==> config.mk <==
export PLATFORM = sky130hd
export DESIGN_NAME = spi_reg_peripheral
export DESIGN_NICKNAME = d
export VERILOG_FILES = /design/src/rtl/spi_reg_peripheral.sv
export SDC_FILE = /design/constraint.sdc
export NUM_CORES = 1
export LEC_CHECK = 0
export CORE_MARGIN = 5
export CORE_UTILIZATION = 55
export DETAILED_ROUTE_END_ITERATION = 8
export HOLD_SLACK_MARGIN = 0.05
export PLACE_DENSITY = 0.81
export SLEW_MARGIN = 20
export SYNTH_ARGS = -nofsm -noshare
export SYNTH_HDL_FRONTEND = slang
export SYNTH_SLANG_ARGS = --single-unit
==> constraint.sdc <==
create_clock -name clk -period 6.5 [get_ports clk]
set_input_delay 0.65 -clock clk [delete_from_list [all_inputs] [get_ports clk]]
set_output_delay 0.65 -clock clk [all_outputs]
set_load 0.01 [all_outputs]
==> src/rtl/spi_reg_peripheral.sv <==
// rtl/spi_reg_peripheral.sv - SPI write-only register file feeding the PWM block
//
// Purpose: oversamples a write-only SPI bus in the clk domain and holds the five
// 8-bit PWM control registers. Frames are 16 bits, MSB first:
// {rw, addr[6:0], data[7:0]}.
//
// Ports:
//   clk              system clock
//   rst              asynchronous active-high reset
//   sclk, copi, ncs  SPI pins, asynchronous to clk (ncs active-low)
//   en_reg_out_7_0   register 0x00
//   en_reg_out_15_8  register 0x01
//   en_reg_pwm_7_0   register 0x02
//   en_reg_pwm_15_8  register 0x03
//   pwm_duty_cycle   register 0x04
//   wr_commit        one-clk pulse when a valid write lands
module spi_reg_peripheral #(
    parameter int         SYNC_STAGES = 2,
    parameter logic [6:0] MAX_ADDR    = 7'h04
) (
    input  logic       clk,
    input  logic       rst,
    input  logic       sclk,
    input  logic       copi,
    input  logic       ncs,
    output logic [7:0] en_reg_out_7_0,
    output logic [7:0] en_reg_out_15_8,
    output logic [7:0] en_reg_pwm_7_0,
    output logic [7:0] en_reg_pwm_15_8,
    output logic [7:0] pwm_duty_cycle,
    output logic       wr_commit
);

    typedef enum logic [1:0] {
        S_IDLE   = 2'd0,
        S_SHIFT  = 2'd1,
        S_COMMIT = 2'd2
    } state_t;

    // After reset the synchronizers hold ncs=1 while the pin may already be
    // low. Edge detection stays disarmed until the chain and the history
    // flops have been refilled from the pins. Without this, a frame that was
    // already in flight when reset released would show a false nCS fall.
    localparam int            FW      = $clog2(SYNC_STAGES + 2);
    localparam logic [FW-1:0] FLUSH_N = FW'(SYNC_STAGES + 1);

    logic [SYNC_STAGES-1:0] sclk_sync_q;
    logic [SYNC_STAGES-1:0] copi_sync_q;
    logic [SYNC_STAGES-1:0] ncs_sync_q;
    logic                   sclk_hist_q;
    logic                   ncs_hist_q;
    logic [FW-1:0]          flush_q;

    logic                   sclk_s;
    logic                   copi_s;
    logic                   ncs_s;
    logic                   armed;
    logic                   sclk_rise;
    logic                   ncs_fall;
    logic                   ncs_rise;

    state_t                 state_q;
    logic [4:0]             bit_cnt_q;
    logic [15:0]            shift_q;
    logic [7:0]             reg0_q;
    logic [7:0]             reg1_q;
    logic [7:0]             reg2_q;
    logic [7:0]             reg3_q;
    logic [7:0]             reg4_q;
    logic                   wr_commit_q;
    logic                   commit_ok;

    always_ff @(posedge clk or posedge rst) begin
        if (rst) begin
            sclk_sync_q <= '0;
            copi_sync_q <= '0;
            ncs_sync_q  <= '1;
            sclk_hist_q <= 1'b0;
            ncs_hist_q  <= 1'b1;
            flush_q     <= '0;
        end else begin
            sclk_sync_q <= {sclk_sync_q[SYNC_STAGES-2:0], sclk};
            copi_sync_q <= {copi_sync_q[SYNC_STAGES-2:0], copi};
            ncs_sync_q  <= {ncs_sync_q[SYNC_STAGES-2:0], ncs};
            sclk_hist_q <= sclk_s;
            ncs_hist_q  <= ncs_s;
            if (!armed) begin
                flush_q <= flush_q + 1'b1;
            end
        end
    end

    assign sclk_s    = sclk_sync_q[SYNC_STAGES-1];
    assign copi_s    = copi_sync_q[SYNC_STAGES-1];
    assign ncs_s     = ncs_sync_q[SYNC_STAGES-1];
    assign armed     = (flush_q == FLUSH_N);
    assign sclk_rise = armed & sclk_s & ~sclk_hist_q;
    assign ncs_fall  = armed & ~ncs_s & ncs_hist_q;
    assign ncs_rise  = armed & ncs_s & ~ncs_hist_q;

    assign commit_ok = (bit_cnt_q == 5'd16) && shift_q[15] && (shift_q[14:8] <= MAX_ADDR);

    // The register write and wr_commit are issued on the edge that leaves
    // SHIFT. This lands them SYNC_STAGES+1 edges after ncs is first sampled
    // high. COMMIT is the cycle in which wr_commit is visible.
    always_ff @(posedge clk or posedge rst) begin
        if (rst) begin
            state_q     <= S_IDLE;
            bit_cnt_q   <= '0;
            shift_q     <= '0;
            reg0_q      <= '0;
            reg1_q      <= '0;
            reg2_q      <= '0;
            reg3_q      <= '0;
            reg4_q      <= '0;
            wr_commit_q <= 1'b0;
        end else begin
            wr_commit_q <= 1'b0;
            case (state_q)
                S_IDLE: begin
                    if (ncs_fall) begin
                        bit_cnt_q <= '0;
                        shift_q   <= '0;
                        state_q   <= S_SHIFT;
                    end
                end
                S_SHIFT: begin
                    // ncs rise wins over a coincident sclk rise.
                    if (ncs_rise) begin
                        state_q <= S_COMMIT;
                        if (commit_ok) begin
                            wr_commit_q <= 1'b1;
                            case (shift_q[14:8])
                                7'h00:   reg0_q <= shift_q[7:0];
                                7'h01:   reg1_q <= shift_q[7:0];
                                7'h02:   reg2_q <= shift_q[7:0];
                                7'h03:   reg3_q <= shift_q[7:0];
                                7'h04:   reg4_q <= shift_q[7:0];
                                default: ;
                            endcase
                        end
                    end else if (sclk_rise) begin
                        shift_q <= {shift_q[14:0], copi_s};
                        // Saturate at 17: anything past 16 bits is an overrun.
                        if (bit_cnt_q != 5'd17) begin
                            bit_cnt_q <= bit_cnt_q + 5'd1;
                        end
                    end
                end
                S_COMMIT: begin
                    // Accept a back-to-back frame without losing its nCS fall.
                    if (ncs_fall) begin
                        bit_cnt_q <= '0;
                        shift_q   <= '0;
                        state_q   <= S_SHIFT;
                    end else begin
                        state_q <= S_IDLE;
                    end
                end
                default: state_q <= S_IDLE;
            endcase
        end
    end

    assign en_reg_out_7_0  = reg0_q;
    assign en_reg_out_15_8 = reg1_q;
    assign en_reg_pwm_7_0  = reg2_q;
    assign en_reg_pwm_15_8 = reg3_q;
    assign pwm_duty_cycle  = reg4_q;
    assign wr_commit       = wr_commit_q;

endmodule
## After elaboration in Yosys (flattened, before gate mapping)

Cells that the tools add are included.

- Register bits after elaboration: 74
- Output and inout bits: 41
- Input bits: 5
- Word-level logic and storage cells: 72

- Add/sub/neg operators: 2
- Eq/ne operators: 15
- Reductions and logical operators: 14
- Mux-type cells: 16
- Bitwise gates (word level): 9
- Magnitude comparators: 1

Operators by type and width:

| kind | number |
|---|---|
| 16-bit two-way mux | 3 |
| 16-bit one-hot mux with 2 select lines | 1 |
| 4-bit AND reduction | 6 |
| 5-bit two-way mux | 4 |
| 7-bit by 2-bit equality test with 1-bit output (second input constant) | 2 |
| 2-bit inequality test (second input constant) | 5 |
| 5-bit one-hot mux with 2 select lines | 1 |
| 7-bit by 1-bit equality test with 1-bit output (second input constant) | 1 |
| 7-bit by 3-bit equality test with 1-bit output (second input constant) | 1 |
| 7-bit by 3-bit less-or-equal comparator with 1-bit output (second input constant) | 1 |
| 7-bit logical NOT | 1 |
| 1-bit bitwise AND | 6 |
| 2-bit one-hot mux with 3 select lines | 1 |
| 5-bit by 1-bit adder with 5-bit output (second input constant) | 1 |
| 5-bit equality test (second input constant) | 1 |
| 5-bit inequality test (second input constant) | 1 |
| 5-bit AND reduction | 1 |
| 2-bit equality test (second input constant) | 2 |
| 1-bit two-way mux | 4 |
| 2-bit two-way mux | 2 |
| 1-bit inverter | 3 |
| 2-bit by 1-bit adder with 2-bit output (second input constant) | 1 |
| 2-bit by 1-bit equality test with 1-bit output (second input constant) | 1 |
| 1-bit logical AND | 2 |
| 5 further kinds | 5 |

## Depth between registers and ports, before layout

Gate-level depths: netlist of run 1.

- Depth in word-level cells: 6
- Gate-level depth with buffers: 7

## Worst setup path after synthesis of run 1

No wires, ideal clock.

- Kind: register -> register
- Start point: register bit_cnt_q[2]
- End point: register reg3_q[0], in the netlist en_reg_pwm_15_8[0]
- Path buffers: 1
- Arrival: 2.220 ns
- Cell stages (with the launch flop): 6
- Path slack: 4.155 ns
- Data required time: 6.375 ns
- Cell sequence: dfrtp_1 > or4b_1 > nor4_4 > and4_1 > buf_6 > mux2_2

- Longest elaborated chain between the ends: 4

RTL lines:

| element | RTL line | RTL |
|---|---|---|
| start: declaration | 63 | `logic [4:0] bit_cnt_q;` |
| start signal: assignment | 146 | `bit_cnt_q <= bit_cnt_q + 5'd1;` |
| 5-bit equality test | 101 | `assign commit_ok = (bit_cnt_q == 5'd16) && shift_q[15] && (shift_q[14:8] <= MAX_ADDR);` |
| 1-bit logical AND (2 in series) | 101 |  |
| 4-bit AND reduction (no line) | n/a |  |
| end signal: assignment | 137 | `7'h03: reg3_q <= shift_q[7:0];` |
| end: declaration | 68 | `logic [7:0] reg3_q;` |

Every way passes these cells.
A chain may end at the register's enable or synchronous reset.

## Final worst setup path of run 1

- Start point: register state_q[0]
- End point: register reg3_q[0], in the netlist en_reg_pwm_15_8[0]

- Longest elaborated chain between the ends: 2

RTL lines:

| element | RTL line | RTL |
|---|---|---|
| start: declaration | 62 | `state_t state_q;` |
| start signal: assignment | 108 | `state_q <= S_IDLE;` |
| start signal: assignment | 124 | `state_q <= S_SHIFT;` |
| start signal: assignment | 130 | `state_q <= S_COMMIT;` |
| 2-bit by 1-bit equality test with 1-bit output | 119 | `case (state_q)` |
| 4-bit AND reduction (no line) | n/a |  |

Every way passes these cells.

==> impl_metrics.py, run 1 <==
metrics = {
    "power_and_ir_drop": {
        "power.share.switching_pct": 24.5,
        "cellLeakagePower_nw": 1.73,
        "p_sw_mw": 0.229,
        "worst_ir_drop_vdd_uv": 206,
        "power_density_nw_per_um2": 250,
        "pwr-share-clk_pct": 39.9,
        "p_seq_share_pct": 53.7,
        "comb_power_share_pct": 6.4,
        "cellInternalPower_mw": 0.705,
        "finalPower_mw": 0.934,
    },
    "clocking": {
        "root_cell_of_the_clock_tree": "sky130_fd_sc_hd__clkbuf_8",
        "clock_sinks": 74,
        "cts_buffer_depth": 2,
        "tritoncts": "yes",
        "clk_pin_slew_ps": 70,
        "cts_made_buffers": 9,
        "h-tree-depth": 3,
        "clock_latency_ps": 340,
        "cts_hold_repair.buffers": 0,
        "cts_repair_resize_count": 0,
        "post_cts_setup_bufs": 0,
    },
    "global_route": {
        "grt_overflow": 0,
        "first_global_vias": 1954,
        "maximum_number_of_pins_on_one_net_before_global_route_repair": 75,
        "grt_pass1_wl_mm": 9.72,
        "globalRouteTotalUtil_pct": 17.7,
        "grt_antenna_before_repair": 0,
    },
    "sta": {
        "report.final.hold_viol_count": 0,
        "min_period_ps": 2780,
        "setup_total_negative_slack_ps": 0,
        "finalMaxSlewViolations": 0,
        "clock-skew-final_ps": 6.67,
        "maxClockFrequency_mhz": 360,
        "final_period_utilization_pct": 42.7,
        "final-setup-viol-count": 0,
        "slew_headroom_pct": 41.1,
        "worst-slew-pin-transition_ps": 884,
        "grt_setup_unrepaired": "no",
    },
    "floorplanning": {
        "die-height_um": 83.7,
        "num_io_pins": 46,
        "row_count": 26,
        "die_area_um2": 7010,
        "floorplan.die.width_um": 83.7,
        "starting_utilization_of_the_core_area_pct": 57.4,
        "floorplan.core_area_um2": 5200,
    },
    "routing": {
        "detail_route.drc_violations": 0,
        "first_pass_iters": 4,
        "via_count": 1903,
        "wl_per_cell_um": 15.9,
        "viasPerCell": 5.45,
        "finalWirelength_mm": 5.56,
        "first_iter_violations": 159,
        "drt.antenna.violating_nets": 0,
    },
    "synth": {
        "postSynthCellCount": 224,
        "netlist_top_cells_area": "sky130_fd_sc_hd__dfrtp_1 59%, sky130_fd_sc_hd__mux2_2 15%, sky130_fd_sc_hd__nand2_1 5.0%",
        "synth-edff-count": 0,
        "ys.warnings.count": 0,
        "post_synthesis_cell_type_with_the_largest_combined_area": "sky130_fd_sc_hd__dfrtp_1",
        "syn_avg_cell_area_um2": 13.3,
        "syn_std_cell_area_um2": 2990,
        "ys_dominant_reg_cell": "sky130_fd_sc_hd__dfrtp_1",
        "asyncSetResetFlopFracSynth_pct": 100,
        "synth-seq-cells": 74,
        "netlist.area_leader.share_pct": 59.5,
        "mappedNetlistNets": 233,
        "ys_seq_area_share_pct": 62.1,
        "synthDistinctLibCells": 32,
    },
    "worst_setup_path": {
        "critical_path_peak_fanout": 23,
        "critical_path_s_top_delay_family": "simple AND/OR/NAND/NOR gates",
        "start_kind": "flop",
        "worst-r2r-setup-slack_ps": 3720,
        "worstPathArrival_ps": 3000,
        "setup.worst_path.class": "reg -> reg",
        "crit_end": "en_reg_pwm_15_8[0]",
        "path_cells": "nand4b_1, nor4_4, and4_1, mux2_2",
        "cp_peak_stage_delay_ps": 820,
        "cp.required_ps": 6720,
        "critical_path_sink_type": "flop",
        "rr_endpoint": "en_reg_pwm_15_8[0]",
        "path_depth": 4,
        "worst_setup_path_startpoint": "state_q[0]",
        "path_depth_of_the_worst_reg2reg_path": 4,
        "reg2reg_from": "state_q[0]",
        "slowest_stage": "sky130_fd_sc_hd__dfrtp_1",
        "path_buf_inv": 0,
    },
    "placement": {
        "placement.cell_area_um2": 3510,
        "numPortBuffers": 45,
        "dp_hpwl_mm": 3.74,
        "finalWeightedCongestion": 0.789,
    },
    "outcome": {
        "outcome": "finished clean",
    },
    "layout": {
        "finalNetCount": 283,
        "finish.utilization_pct": 71.7,
        "drive_gt1_share_pct": 24.4,
        "layout.cell_area.non_filler_um2": 3730,
        "antenna_fix_cells": 0,
        "area_delta_synth_final_pct": 25.0,
    },
    "job": {
        "drv_cap": 0,
    },
    "hold_path": {
        "min_delay_path_class": "reg -> reg",
    },
}
## flip-flops by register name (all words and copies together) (netlist names)
| register | count |
|---|---|
| bit_cnt_q | 5 |
| copi_sync_q | 2 |
| en_reg_out_15_8 | 8 |
| en_reg_out_7_0 | 8 |
| en_reg_pwm_15_8 | 8 |
| en_reg_pwm_7_0 | 8 |
| flush_q | 2 |
| ncs_hist_q | 1 |
| ncs_sync_q | 2 |
| pwm_duty_cycle | 8 |
| sclk_hist_q | 1 |
| sclk_sync_q | 2 |
| shift_q | 16 |
| state_q | 2 |
| wr_commit | 1 |
## synthesized netlist by cell type, types with 2 or more instances
| library cell | number |
|---|---|
| sky130_fd_sc_hd__dfrtp_1 | 71 |
| sky130_fd_sc_hd__nor3b_1 | 2 |
| sky130_fd_sc_hd__or4b_1 | 2 |
| sky130_fd_sc_hd__dfstp_2 | 3 |
| sky130_fd_sc_hd__nand4b_4 | 3 |
| sky130_fd_sc_hd__inv_1 | 3 |
| sky130_fd_sc_hd__nand2_1 | 40 |
| sky130_fd_sc_hd__nor2b_1 | 3 |
| sky130_fd_sc_hd__o21ai_0 | 18 |
| sky130_fd_sc_hd__nand2b_1 | 2 |
| sky130_fd_sc_hd__nor2_1 | 5 |
| sky130_fd_sc_hd__ha_1 | 4 |
| sky130_fd_sc_hd__mux2i_1 | 2 |
| sky130_fd_sc_hd__mux2_2 | 41 |
| sky130_fd_sc_hd__xnor2_1 | 3 |
| sky130_fd_sc_hd__clkbuf_1 | 6 |
## per-stage QoR
stage,cells,hold WS [ps],worst slack [ps]
floorplan,224,331,3970
global route,349,364,3590
detailed placement,333,335,3750
finish,349,350,3720
CTS,349,351,3740
global placement,333,336,3860
## cell type report
| cell class | count | area, um2 |
|---|---|---|
| flip-flops and latches | 74 | 1860 |
| multi-input cells | 140 | 1110 |
| well taps | 70 | 87.6 |
| repair buffers | 46 | 458 |
| clock inverters | 3 | 46.3 |
| clock buffers | 13 | 169 |
| inverters | 3 | 11.3 |
| fillers | 359 | 1470 |
## layout by cell type, fill, tap and decap left out, types with 2 or more instances in the layout
| master | Yosys | routed |
|---|---|---|
| sky130_fd_sc_hd__nand2b_1 | 2 | 2 |
| sky130_fd_sc_hd__o21ai_0 | 18 | 18 |
| sky130_fd_sc_hd__mux2i_1 | 2 | 2 |
| sky130_fd_sc_hd__mux2_2 | 41 | 41 |
| sky130_fd_sc_hd__ha_1 | 4 | 4 |
| sky130_fd_sc_hd__clkdlybuf4s50_1 | 0 | 45 |
| sky130_fd_sc_hd__or4b_1 | 2 | 2 |
| sky130_fd_sc_hd__nor3b_1 | 2 | 2 |
| sky130_fd_sc_hd__dfstp_2 | 3 | 3 |
| sky130_fd_sc_hd__nand4b_4 | 3 | 3 |
| sky130_fd_sc_hd__nor2_1 | 5 | 5 |
| sky130_fd_sc_hd__inv_1 | 3 | 2 |
| sky130_fd_sc_hd__dfrtp_1 | 71 | 71 |
| sky130_fd_sc_hd__xnor2_1 | 3 | 3 |
| sky130_fd_sc_hd__nor2b_1 | 3 | 3 |
| sky130_fd_sc_hd__clkbuf_8 | 0 | 12 |
| sky130_fd_sc_hd__nand2_1 | 40 | 40 |
## per-layer routing
layer / routed length, um / part of all wire, % / track usage, % / up-vias
met1: 2410 / 43 / 24.2 / 965
met3: 275 / 4.9 / 4.05 / 8
met2: 2790 / 50 / 26.6 / 46
li1: - / - / - / 884
met4: 87 / 1.6 / 8.63 / 0
met5: 0 / 0 / 0 / -
## how the worst min path moves through the flow
stage,startpoint,end,slack (ps),cells past startpoint
after detailed placement,sclk_sync_q[0],sclk_sync_q[1],330,0
final,sclk_sync_q[0],sclk_sync_q[1],350,0
after CTS,sclk_sync_q[0],sclk_sync_q[1],350,0
after global placement,copi_sync_q[0],copi_sync_q[1],340,0
after global routing,sclk_sync_q[0],sclk_sync_q[1],360,0
after floorplan,copi_sync_q[0],copi_sync_q[1],330,0
## power by group through the flow
stage | registers, mW | clock network (mW) | logic (mW)
after floorplan | 0.496 | 0 | 0.0516
after global placement | 0.508 | 0 | 0.0561
after detailed placement | 0.509 | 0 | 0.0597
final | 0.501 | 0.373 | 0.0600
after CTS | 0.501 | 0.381 | 0.0597
after global routing | 0.505 | 0.402 | 0.0693
## cells by family after synthesis
| group | Yosys count | share of synthesized area, % |
|---|---|---|
| compound gates | 22 | 4.10 |
| simple gates | 68 | 13.6 |
| mux | 43 | 16.1 |
| buf+inv | 10 | 1.51 |
| fa+ha+maj | 4 | 1.68 |
| flops | 74 | 62.1 |
| xor+xnor | 3 | 0.880 |
Power figures use the tool's default switching activity.
==> inputs of run 2 (changes only) <==
- CORE_UTILIZATION: 55 -> 48
- PLACE_DENSITY: 0.81 -> 0.75
- clock period: 6.5 -> 2.49 ns (I/O delays scaled with it)
==> run 2 against run 1 <==
Sequential share of layout area shrank 0.80 points. Global-route usage shrank 2.1 points. Cell area up 1.6%. Sequential cell count is the same. Largest cell class unchanged. Highest routed layer unchanged.
==> impl_metrics.py, run 2 (synthesis gave the netlist of run 1 again) <==
metrics = {
    "layout": {
        "max_flop_register": "shift_q",
        "leading_cell_type_in_the_layout_fill_and_taps_excluded": "sky130_fd_sc_hd__dfrtp_1",
        "drive_gt1_share_pct": 26.2,
        "finalNetCount": 290,
        "antenna_fix_cells": 0,
        "area_delta_synth_final_pct": 27.0,
        "max_ffs_per_register": 16,
        "nFillCells": 455,
        "commonest_non_fill_non_tap_cells_in_the_layout": "71 x sky130_fd_sc_hd__dfrtp_1, 45 x sky130_fd_sc_hd__clkdlybuf4s50_1, 41 x sky130_fd_sc_hd__mux2_2",
    },
    "floorplanning": {
        "die-height_um": 88.9,
        "row_count": 28,
        "starting_utilization_of_the_core_area_pct": 49.9,
        "floorplan.die.width_um": 88.9,
        "num_io_pins": 46,
        "floorplan.core_area_um2": 5990,
        "die_area_um2": 7900,
    },
    "global_route": {
        "maximum_number_of_pins_on_one_net_before_global_route_repair": 75,
        "globalRouteTotalUtil_pct": 15.5,
        "grt_overflow": 0,
        "grt_pass1_wl_mm": 9.05,
        "grt_antenna_before_repair": 0,
        "first_global_vias": 1848,
    },
    "clocking": {
        "post_cts_setup_bufs": 0,
        "clock_latency_ps": 340,
        "cts_repair_resize_count": 0,
        "cts_made_buffers": 9,
        "root_cell_of_the_clock_tree": "sky130_fd_sc_hd__clkbuf_8",
        "tritoncts": "yes",
        "cts_hold_repair.buffers": 0,
        "clock_sinks": 74,
        "h-tree-depth": 3,
        "cts_buffer_depth": 2,
        "clk_pin_slew_ps": 80,
    },
    "sta": {
        "finalMaxSlewViolations": 0,
        "slew_headroom_pct": 68.5,
        "setup_total_negative_slack_ps": 0,
        "final-setup-viol-count": 0,
        "clock-skew-final_ps": 12.1,
        "final_period_utilization_pct": 93.7,
        "maxClockFrequency_mhz": 429,
        "grt_setup_unrepaired": "no",
        "min_period_ps": 2330,
        "report.final.hold_viol_count": 0,
        "worst-slew-pin-transition_ps": 470,
    },
    "outcome": {
        "outcome": "finished clean",
    },
    "power_and_ir_drop": {
        "finalPower_mw": 2.41,
        "cellInternalPower_mw": 1.80,
        "p_sw_mw": 0.609,
        "p_seq_share_pct": 53.2,
        "comb_power_share_pct": 8.0,
        "worst_ir_drop_vdd_uv": 352,
        "pwr-share-clk_pct": 38.8,
        "cellLeakagePower_nw": 1.76,
        "power.share.switching_pct": 25.3,
        "power_density_nw_per_um2": 635,
    },
    "worst_setup_path": {
        "critical_path_peak_fanout": 8,
        "setup.worst_path.class": "reg -> reg",
        "cp.required_ps": 2710,
        "critical_path_sink_type": "flop",
        "path_cells": "or4b_1, nor4_4, buf_4, nand4b_4, mux2_2",
        "start_kind": "flop",
        "cp_peak_stage_delay_ps": 590,
        "slowest_stage": "sky130_fd_sc_hd__or4b_1",
        "worstPathArrival_ps": 2550,
    },
    "routing": {
        "first_pass_iters": 4,
        "first_iter_violations": 79,
        "via_count": 1882,
        "wl_per_cell_um": 15.6,
        "drt.antenna.violating_nets": 0,
        "viasPerCell": 5.21,
        "detail_route.drc_violations": 0,
        "finalWirelength_mm": 5.63,
    },
    "placement": {
        "numPortBuffers": 45,
        "finalWeightedCongestion": 0.781,
        "dp_hpwl_mm": 3.78,
    },
    "hold_path": {
        "min_delay_path_class": "in -> async",
    },
    "job": {
        "drv_cap": 0,
    },
}
-- run 2: final cells by class --
class / instances / area, um2 / area share [%]
sequential: 74 / 1860 / 48.9
clock inverter: 5 / 62.6 / 1.65
timing repair buffer: 53 / 536 / 14.1
multi-input combinational: 140 / 1090 / 28.8
tap: 75 / 93.8 / 2.47
inverter: 3 / 11.3 / 0.297
clock buffer: 11 / 141 / 3.73
-- run 2: power by group through the flow --
stage               clock (mW)  combinational, mW  sequential (mW)
floorplan                    0              0.135             1.30
global placement             0              0.190             1.31
detailed placement           0              0.196             1.31
CTS                      0.963              0.196             1.28
global route              1.02              0.224             1.29
finish                   0.935              0.194             1.28
-- run 2: layer usage --
layer  vias up  share of wire [%]  GRT usage [%]
met2        49                 46           22.9
met4         0                1.8           7.42
met3        10                4.4           3.69
met1       929                 48           21.6
li1        894                  -              -
met5         -                  0              0
-- run 2: metrics by stage --
stage | area (um2) | worst slack (ps) | util, % | hold slack, ps | std cells
3_3_place_gp | 3590 | 198 | 59.9 | 332 | 345
6_report | 3790 | 157 | 63.3 | 302 | 361
2_1_floorplan | 2990 | 145 | - | 253 | 224
4_1_cts | 3790 | 148 | 63.3 | 295 | 361
5_1_grt | 3790 | 57.4 | 63.3 | 283 | 361
3_5_place_dp | 3590 | 158 | 59.9 | 336 | 345
-- run 2: worst max-delay path, delay by kind of cell, from the launching register on --
kind / cells / cell delay [ps]
and+or+nand+nor: 3 / 1220
DFF: 1 / 440
muxes: 1 / 350
buffers and inverters: 1 / 220
-- run 2: worst paths after layout --
kind / from / end / slack (ps) / cells past startpoint
worst max register to register: bit_cnt_q[2] / en_reg_out_15_8[0] / 160 / 5
max in group asynchronous: rst / ncs_sync_q[0] / 1840 / 3
min in group clk: ncs / ncs_sync_q[0] / 310 / 1
worst min register to register: sclk_sync_q[0] / sclk_sync_q[1] / 350 / 0
worst min-delay path: rst / en_reg_pwm_7_0[7] / 300 / 3
worst max-delay path: bit_cnt_q[2] / en_reg_out_15_8[0] / 160 / 5
==> inputs of run 3 (changes only) <==
- ABC_CLOCK_PERIOD_IN_PS: not set -> 2490
==> results of run 3 <==
The final DEF is identical to that of run 2; final timing and power are the same.
